===== src/rtl/reg_write_arbiter.sv =====
// reg_write_arbiter
//   Shares the register file's single write port between two writeback
//   requesters: A (ALU result) and B (memory load). Round-robin grant with a
//   VALID/READY handshake per requester; registered WR_* outputs drive the
//   register file's WRITE/INADDRESS/IN pins. Also runs a software clear that
//   writes zero to registers 0..NUM_REGS-1, one per cycle.
//
// Ports
//   CLK, RESET                  clock, asynchronous active-high reset
//   A_VALID/A_ADDR/A_DATA       requester A write request
//   A_READY                     A accepted this cycle (combinational)
//   B_VALID/B_ADDR/B_DATA       requester B write request
//   B_READY                     B accepted this cycle (combinational)
//   CLEAR_REQ                   start clear sequence (level)
//   BUSY                        high while clearing
//   CLEAR_DONE                  one-cycle pulse after the last clear write
//   WR_EN/WR_ADDR/WR_DATA       registered register-file write port
//
// state | meaning
// ------+-----------------------------------------------------------
// RUN   | arbitrate A/B writes; CLEAR_REQ blocks grants and starts a clear
// CLEAR | write zero to WR_ADDR each cycle, stepping up to NUM_REGS-1

module reg_write_arbiter #(
    parameter int DATA_WIDTH = 8,
    parameter int ADDR_WIDTH = 3,
    parameter int NUM_REGS   = 8
) (
    input  logic                  CLK,
    input  logic                  RESET,
    input  logic                  A_VALID,
    input  logic [ADDR_WIDTH-1:0] A_ADDR,
    input  logic [DATA_WIDTH-1:0] A_DATA,
    output logic                  A_READY,
    input  logic                  B_VALID,
    input  logic [ADDR_WIDTH-1:0] B_ADDR,
    input  logic [DATA_WIDTH-1:0] B_DATA,
    output logic                  B_READY,
    input  logic                  CLEAR_REQ,
    output logic                  BUSY,
    output logic                  CLEAR_DONE,
    output logic                  WR_EN,
    output logic [ADDR_WIDTH-1:0] WR_ADDR,
    output logic [DATA_WIDTH-1:0] WR_DATA
);

    typedef enum logic {
        ST_RUN   = 1'b0,
        ST_CLEAR = 1'b1
    } state_t;

    localparam logic [ADDR_WIDTH-1:0] LAST_ADDR = ADDR_WIDTH'(NUM_REGS - 1);

    state_t                  state, state_nxt;
    logic                    last_b, last_b_nxt;   // 1: B was granted most recently
    logic                    wr_en_nxt;
    logic [ADDR_WIDTH-1:0]   wr_addr_nxt;
    logic [DATA_WIDTH-1:0]   wr_data_nxt;
    logic                    clear_done_nxt;

    assign BUSY = (state == ST_CLEAR);

    always_ff @(posedge CLK or posedge RESET) begin
        if (RESET) begin
            state      <= ST_RUN;
            last_b     <= 1'b1;   // A wins the first tie
            WR_EN      <= 1'b0;
            WR_ADDR    <= '0;
            WR_DATA    <= '0;
            CLEAR_DONE <= 1'b0;
        end else begin
            state      <= state_nxt;
            last_b     <= last_b_nxt;
            WR_EN      <= wr_en_nxt;
            WR_ADDR    <= wr_addr_nxt;
            WR_DATA    <= wr_data_nxt;
            CLEAR_DONE <= clear_done_nxt;
        end
    end

    always_comb begin
        state_nxt      = state;
        last_b_nxt     = last_b;
        wr_en_nxt      = 1'b0;
        wr_addr_nxt    = WR_ADDR;
        wr_data_nxt    = WR_DATA;
        clear_done_nxt = 1'b0;
        A_READY        = 1'b0;
        B_READY        = 1'b0;

        case (state)
            ST_RUN: begin
                if (CLEAR_REQ) begin
                    // Any write accepted last edge is already on WR_*, so it
                    // commits ahead of the first clear write.
                    state_nxt   = ST_CLEAR;
                    wr_en_nxt   = 1'b1;
                    wr_addr_nxt = '0;
                    wr_data_nxt = '0;
                end else begin
                    if (A_VALID && (!B_VALID || last_b)) begin
                        A_READY = 1'b1;
                    end else if (B_VALID) begin
                        B_READY = 1'b1;
                    end

                    if (A_READY) begin
                        wr_en_nxt   = 1'b1;
                        wr_addr_nxt = A_ADDR;
                        wr_data_nxt = A_DATA;
                        last_b_nxt  = 1'b0;
                    end else if (B_READY) begin
                        wr_en_nxt   = 1'b1;
                        wr_addr_nxt = B_ADDR;
                        wr_data_nxt = B_DATA;
                        last_b_nxt  = 1'b1;
                    end
                end
            end

            ST_CLEAR: begin
                if (WR_ADDR == LAST_ADDR) begin
                    // Last zero write is on the port now; address holds here.
                    state_nxt      = ST_RUN;
                    clear_done_nxt = 1'b1;
                end else begin
                    wr_en_nxt   = 1'b1;
                    wr_addr_nxt = WR_ADDR + ADDR_WIDTH'(1);
                    wr_data_nxt = '0;
                end
            end

            default: state_nxt = ST_RUN;
        endcase
    end

endmodule


===== config.mk =====
export PLATFORM = sky130hd
export DESIGN_NAME = reg_write_arbiter
export DESIGN_NICKNAME = d
export VERILOG_FILES = /design/src/rtl/reg_write_arbiter.sv
export SDC_FILE = /design/constraint.sdc
export NUM_CORES = 1
export LEC_CHECK = 0
export BUFFER_PORTS_ARGS = -buffer_cell sky130_fd_sc_hd__clkbuf_2
export CAP_MARGIN = 5
export CELL_PAD_IN_SITES_DETAIL_PLACEMENT = 0
export CELL_PAD_IN_SITES_GLOBAL_PLACEMENT = 1
export CORE_UTILIZATION = 31
export CTS_BUF_LIST = sky130_fd_sc_hd__clkbuf_4 sky130_fd_sc_hd__clkbuf_8 sky130_fd_sc_hd__clkbuf_16
export CTS_CLUSTER_DIAMETER = 50
export DETAILED_ROUTE_END_ITERATION = 8
export GPL_ROUTABILITY_DRIVEN = 0
export PLACE_DENSITY = 0.77
export SLEW_MARGIN = 5
export SYNTH_ARGS = -nofsm -noshare
export SYNTH_HDL_FRONTEND = slang
export SYNTH_SLANG_ARGS = --single-unit

===== constraint.sdc =====
create_clock -name CLK -period 2.32 [get_ports CLK]
set_clock_uncertainty 0.2 [all_clocks]
set_input_delay 0.116 -clock CLK [delete_from_list [all_inputs] [get_ports CLK]]
set_output_delay 0.116 -clock CLK [all_outputs]
set_load 0.05 [all_outputs]

## Yosys cells after proc, flatten, opt, wreduce, memory -nomap -nowiden

Index checks and enable logic that the tools add are counted.

- Add/subtract/negate cells: 1
- Reduce and logical (&&, ||, !) cells: 6
- Bitwise operators: 2
- Muxes and demuxes: 32
- Eq/ne operators: 3

Operators with widths:

| operator | number |
|---|---|
| $mux 8 | 4 |
| $mux 1 | 20 |
| $pmux 8 s2 | 1 |
| $mux 3 | 4 |
| $pmux 3 s2 | 1 |
| $ne 4x4->1 const B | 1 |
| $pmux 1 s2 | 2 |
| $add 3x1->3 const B | 1 |
| $eq 3x3->1 const B | 1 |
| $reduce_and 3->1 | 1 |
| $ne 2x2->1 const B | 1 |
| $not 1->1 | 2 |
| $reduce_and 2->1 | 1 |
| $reduce_bool 2->1 | 1 |
| $logic_and 1x1->1 | 1 |
| $logic_not 1->1 | 1 |
| $logic_or 1x1->1 | 1 |

- Flip-flop bits (word level): 15
- Word-level logic and storage cells: 50
- Bits of input ports: 27

## Depth between registers and ports, before layout

- Depth in word-level cells: 10
- Gate-level depth with buffers: 8
- Mapped depth without buffers: 7

## Least setup slack after synthesis

OpenSTA, ideal clock, no wires.

- Kind: reg-to-output
- Start point: register last_b
- End point: output A_READY
- Path buffers: 1
- Stages on the path, launching flop included: 5
- Arrival time: 1.942 ns
- Setup slack: 0.062 ns
- Data required time: 2.004 ns
- Cell sequence: dfstp_2 nand2b_2 nand2_4 buf_12 nor3_1

- Word-level cells in the longest chain between the ends: 7

Ends and longest elaborated chain:

| element | RTL line | text |
|---|---|---|
| start, declared | 55 | `logic last_b, last_b_nxt;` |
| start signal, assigned | 73 | `last_b <= last_b_nxt;` |
| $logic_or 1x1->1 | 101 | `if (A_VALID && (!B_VALID \|\| last_b)) begin` |
| $logic_and 1x1->1 | 101 |  |
| $mux 1 | 101 |  |
| $mux 1 | 93 | `if (CLEAR_REQ) begin` |
| $mux 1 | 91 | `case (state)` |
| $mux 1 | 93 |  |
| $mux 1 | 91 |  |
| end, declared | 34 | `output logic A_READY,` |

No other way between the ends. The select of a mux whose other input is x is not followed.

## Worst setup path after layout

- Start point: register WR_ADDR[1]
- End point: register WR_ADDR[0]

- Word-level cells in the longest chain between the ends: 3

Ends and longest elaborated chain:

| element | RTL line | text |
|---|---|---|
| start, declared | 43 | `output logic [ADDR_WIDTH-1:0] WR_ADDR,` |
| start signal, assigned | 75 | `WR_ADDR <= wr_addr_nxt;` |
| $eq 3x3->1 | 122 | `if (WR_ADDR == LAST_ADDR) begin` |
| $ne 2x2->1 (no source line) | -- |  |
| $reduce_and 2->1 (no source line) | -- |  |

No other way between the ends.
A chain may end at the register's enable or synchronous reset.

==> results.ini <==
[pwr]
power_density_mw_per_mm2=1060
pwr-share-clk_pct=11.5
seq_power_share_pct=29.8
power.total_mw=1.39
power_switching_mw=0.658
vdd_drop_max_mv=0.591
combPwrFrac_pct=58.7
switching_share_pct=47.4
p_leak_nw=0.658
intPower_mw=0.730

[floorplan]
core-area_mm2=0.00245
start_util_pct=32.8
dieHeight_um=52.9
die_area_mm2=0.00280
boundaryPins=43
die_w_um=52.9
rows=18

[worst_setup_path]
crit_arrival_ns=2.25
slowest_delay_ns=0.57
path_cells=ha_1 -> ha_1 -> and2_4 -> a21o_2 -> a32oi_1 -> dlygate4sd3_1
end_kind=flip-flop
critical_path.max_fanout=10
cpMostUsedCell=ha_1
rr_worst_depth=6
start_kind=flip-flop
reg2reg_slack_ns=0.09
crit_family=buffers and inverters
crit_buf_inv=1
cpMaxStageDelayCell=dlygate4sd3_1
reg2reg_from=WR_ADDR[1]$_DFFE_PP0P_
required_ns=2.34
rr_endpoint=WR_ADDR[0]$_DFFE_PP0P_
critPathKind=flip-flop to flip-flop

[clock_network]
cts_sinks=15
cts_max_path_buffers=2
root_buffer=clkbuf_4
htreeDepth=1
cts_buffers=3
clkTransAtPathRegs_ns=0.09
cts_tree=yes
worstSkewPairLatency_ns=0.27

[detailed_routing]
num_vias=849
ant_nets=0
drc=0
drt_first_pass_iters=5
routed_via_density=4.85
drt_wl_total_mm=2.14
wl_per_cell_um=12.2
drt_iter0_drc=7

[sta]
period_minus_slack_ns=2.23
period_share_pct=96.3
slew_viol_final=0
max_slew_margin_pct=63.1
finalHoldViolations=0
hold_ws_ns=0.146
clock.fmax_mhz=447
setup_violations=0
worstMarginPinSlew_ns=0.554
fin_ws_ns=0.0851

[synthesis]
syn_inst=76
synthArstFlopShare_pct=100
ys_ff_latch=15
synth.largest_area_cell=dfrtp_1
synth_edf_count=0
syn_avg_cell_area_um2=10.6
synth_top_cell_area_share_pct=43.5
yosys_warnings=0
synth_ff_type=dfrtp_1
syn-cell-area_um2=805
seq_area_frac_synth_pct=46.8
synth_area_leaders=dfrtp_1, mux2i_1, o21ai_1
ys_types=29
syn-num-nets=105

[global_routing]
grt_pass1_wl_mm=3.47
grt_usage_pct=17.2
antenna_found_initial=0
grt-ovfl-total=0
grt_max_degree=16
first_global_vias=849

[worst_hold_path]
min_path_type=primary input to flip-flop
hp-start=B_VALID
hold_depth=4
min_to=WR_ADDR[2]$_DFFE_PP0P_

[placed_design]
dpl_cell_area_mm2=0.00102
numPortBuffers=42
post-place-ws_ns=0.527
dpl.hpwl_mm=1.36

[run]
cap_violations=0

[run_status]
outcome=completed

[cells_and_area]
finalInstanceArea_mm2=0.00131
drive_above_1_share_pct=40.7
utilization_pct=53.3
n_antenna_cell=0
area_growth_pct=62.5
nets=175

[cell families (layout without fill, tap and decap cells)]
kind of cell | after synthesis | after routing | synth area share (%)
AND/OR/NAND/NOR | 26 | 26 | 18.2
flip-flops | 15 | 15 | 46.8
buffers and inverters | 7 | 76 | 7.47
multiplexers | 8 | 8 | 9.95
AO/OA/AOI/OAI | 18 | 18 | 14.5
adder cells (fa/ha/maj) | 2 | 2 | 3.11
[metal layers]
| layer | part of all wire, % | global-route usage, % |
|---|---|---|
| met3 | 5.0 | 3.16 |
| met4 | 1.4 | 7.02 |
| met5 | 0 | 0 |
| met2 | 53 | 31.4 |
| met1 | 40 | 19.4 |
[state kept, by name, indices dropped and copies added (netlist names)]
signal / cells
last_b: 1
WR_ADDR: 3
WR_DATA: 8
CLEAR_DONE: 1
BUSY: 1
WR_EN: 1
[metrics by stage]
stage / TNS [ns] / cells
final: 0 / 175
after global routing: -0.00239 / 175
after CTS: 0 / 175
after detailed placement: 0 / 145
after global placement: 0 / 145
after floorplan: 0 / 76
[tightest hold or removal path: cells and delay by family]
kind,cells,cell delay [ns]
compound gates,1,0.08
buf+inv,1,0.15
simple gates,2,0.24
[worst max-delay path by stage]
stage / startpoint / endpoint / slack [ns] / cells after the start
detailed placement: WR_ADDR[0]$_DFFE_PP0P_ / WR_ADDR[1]$_DFFE_PP0P_ / 0.53 / 7
CTS: WR_ADDR[0]$_DFFE_PP0P_ / WR_ADDR[0]$_DFFE_PP0P_ / 0.04 / 6
global route: WR_ADDR[1]$_DFFE_PP0P_ / WR_ADDR[0]$_DFFE_PP0P_ / -0.002 / 6
finish: WR_ADDR[1]$_DFFE_PP0P_ / WR_ADDR[0]$_DFFE_PP0P_ / 0.09 / 6
global placement: WR_ADDR[1]$_DFFE_PP0P_ / WR_ADDR[1]$_DFFE_PP0P_ / 0.57 / 7
floorplan: last_b$_DFFE_PP1P_ / A_READY / 0.06 / 4
[synth_stat cells, drive strengths merged (3+ instances only)]
master,n
o21ai,9
o22ai,3
nand4,3
nand2,9
a31oi,3
mux2i,8
inv,3
nand3,3
dfrtp,14
nor2,5
buf,4
[power by group through the flow]
stage / clock network, mW / registers (mW) / logic, mW
after global placement: 0 / 0.416 / 0.703
after floorplan: 0 / 0.642 / 0.356
after global routing: 0.179 / 0.426 / 0.875
final: 0.159 / 0.414 / 0.815
after CTS: 0.166 / 0.413 / 0.807
after detailed placement: 0 / 0.418 / 0.714
[cell usage in the layout, fill, tap and decap left out, drive strengths merged]
cell type / count
nand2b: 2
and3: 1
nand4: 3
clkbuf: 46
o22ai: 3
and2: 1
mux2i: 8
nor2: 5
o21ai: 9
a31oi: 3
dfstp: 1
nor3: 2
nand3: 3
a21o: 1
ha: 2
dfrtp: 14
inv: 3
nand2: 9
buf: 1
dlygate4sd3: 26
a21oi: 1
a32oi: 1
[timing repair]
| action | CTS | global route |
|---|---|---|
| resized for setup | 0 | 1 |
| hold buffers | 26 | 0 |
| setup endpoints to repair | 0 | 1 |
| buffers inserted | 0 | 0 |
| hold endpoints to repair | 27 | 0 |
[area by class of cell]
cell class / instances / area, µm²
multi-input cells: 54 / 369
well taps: 30 / 37.5
flip-flops and latches: 15 / 377
inverters: 3 / 16.3
clock buffers: 4 / 30.0
repair buffers: 69 / 478
fillers: 240 / 1150
Power figures use the tool's default switching activity.
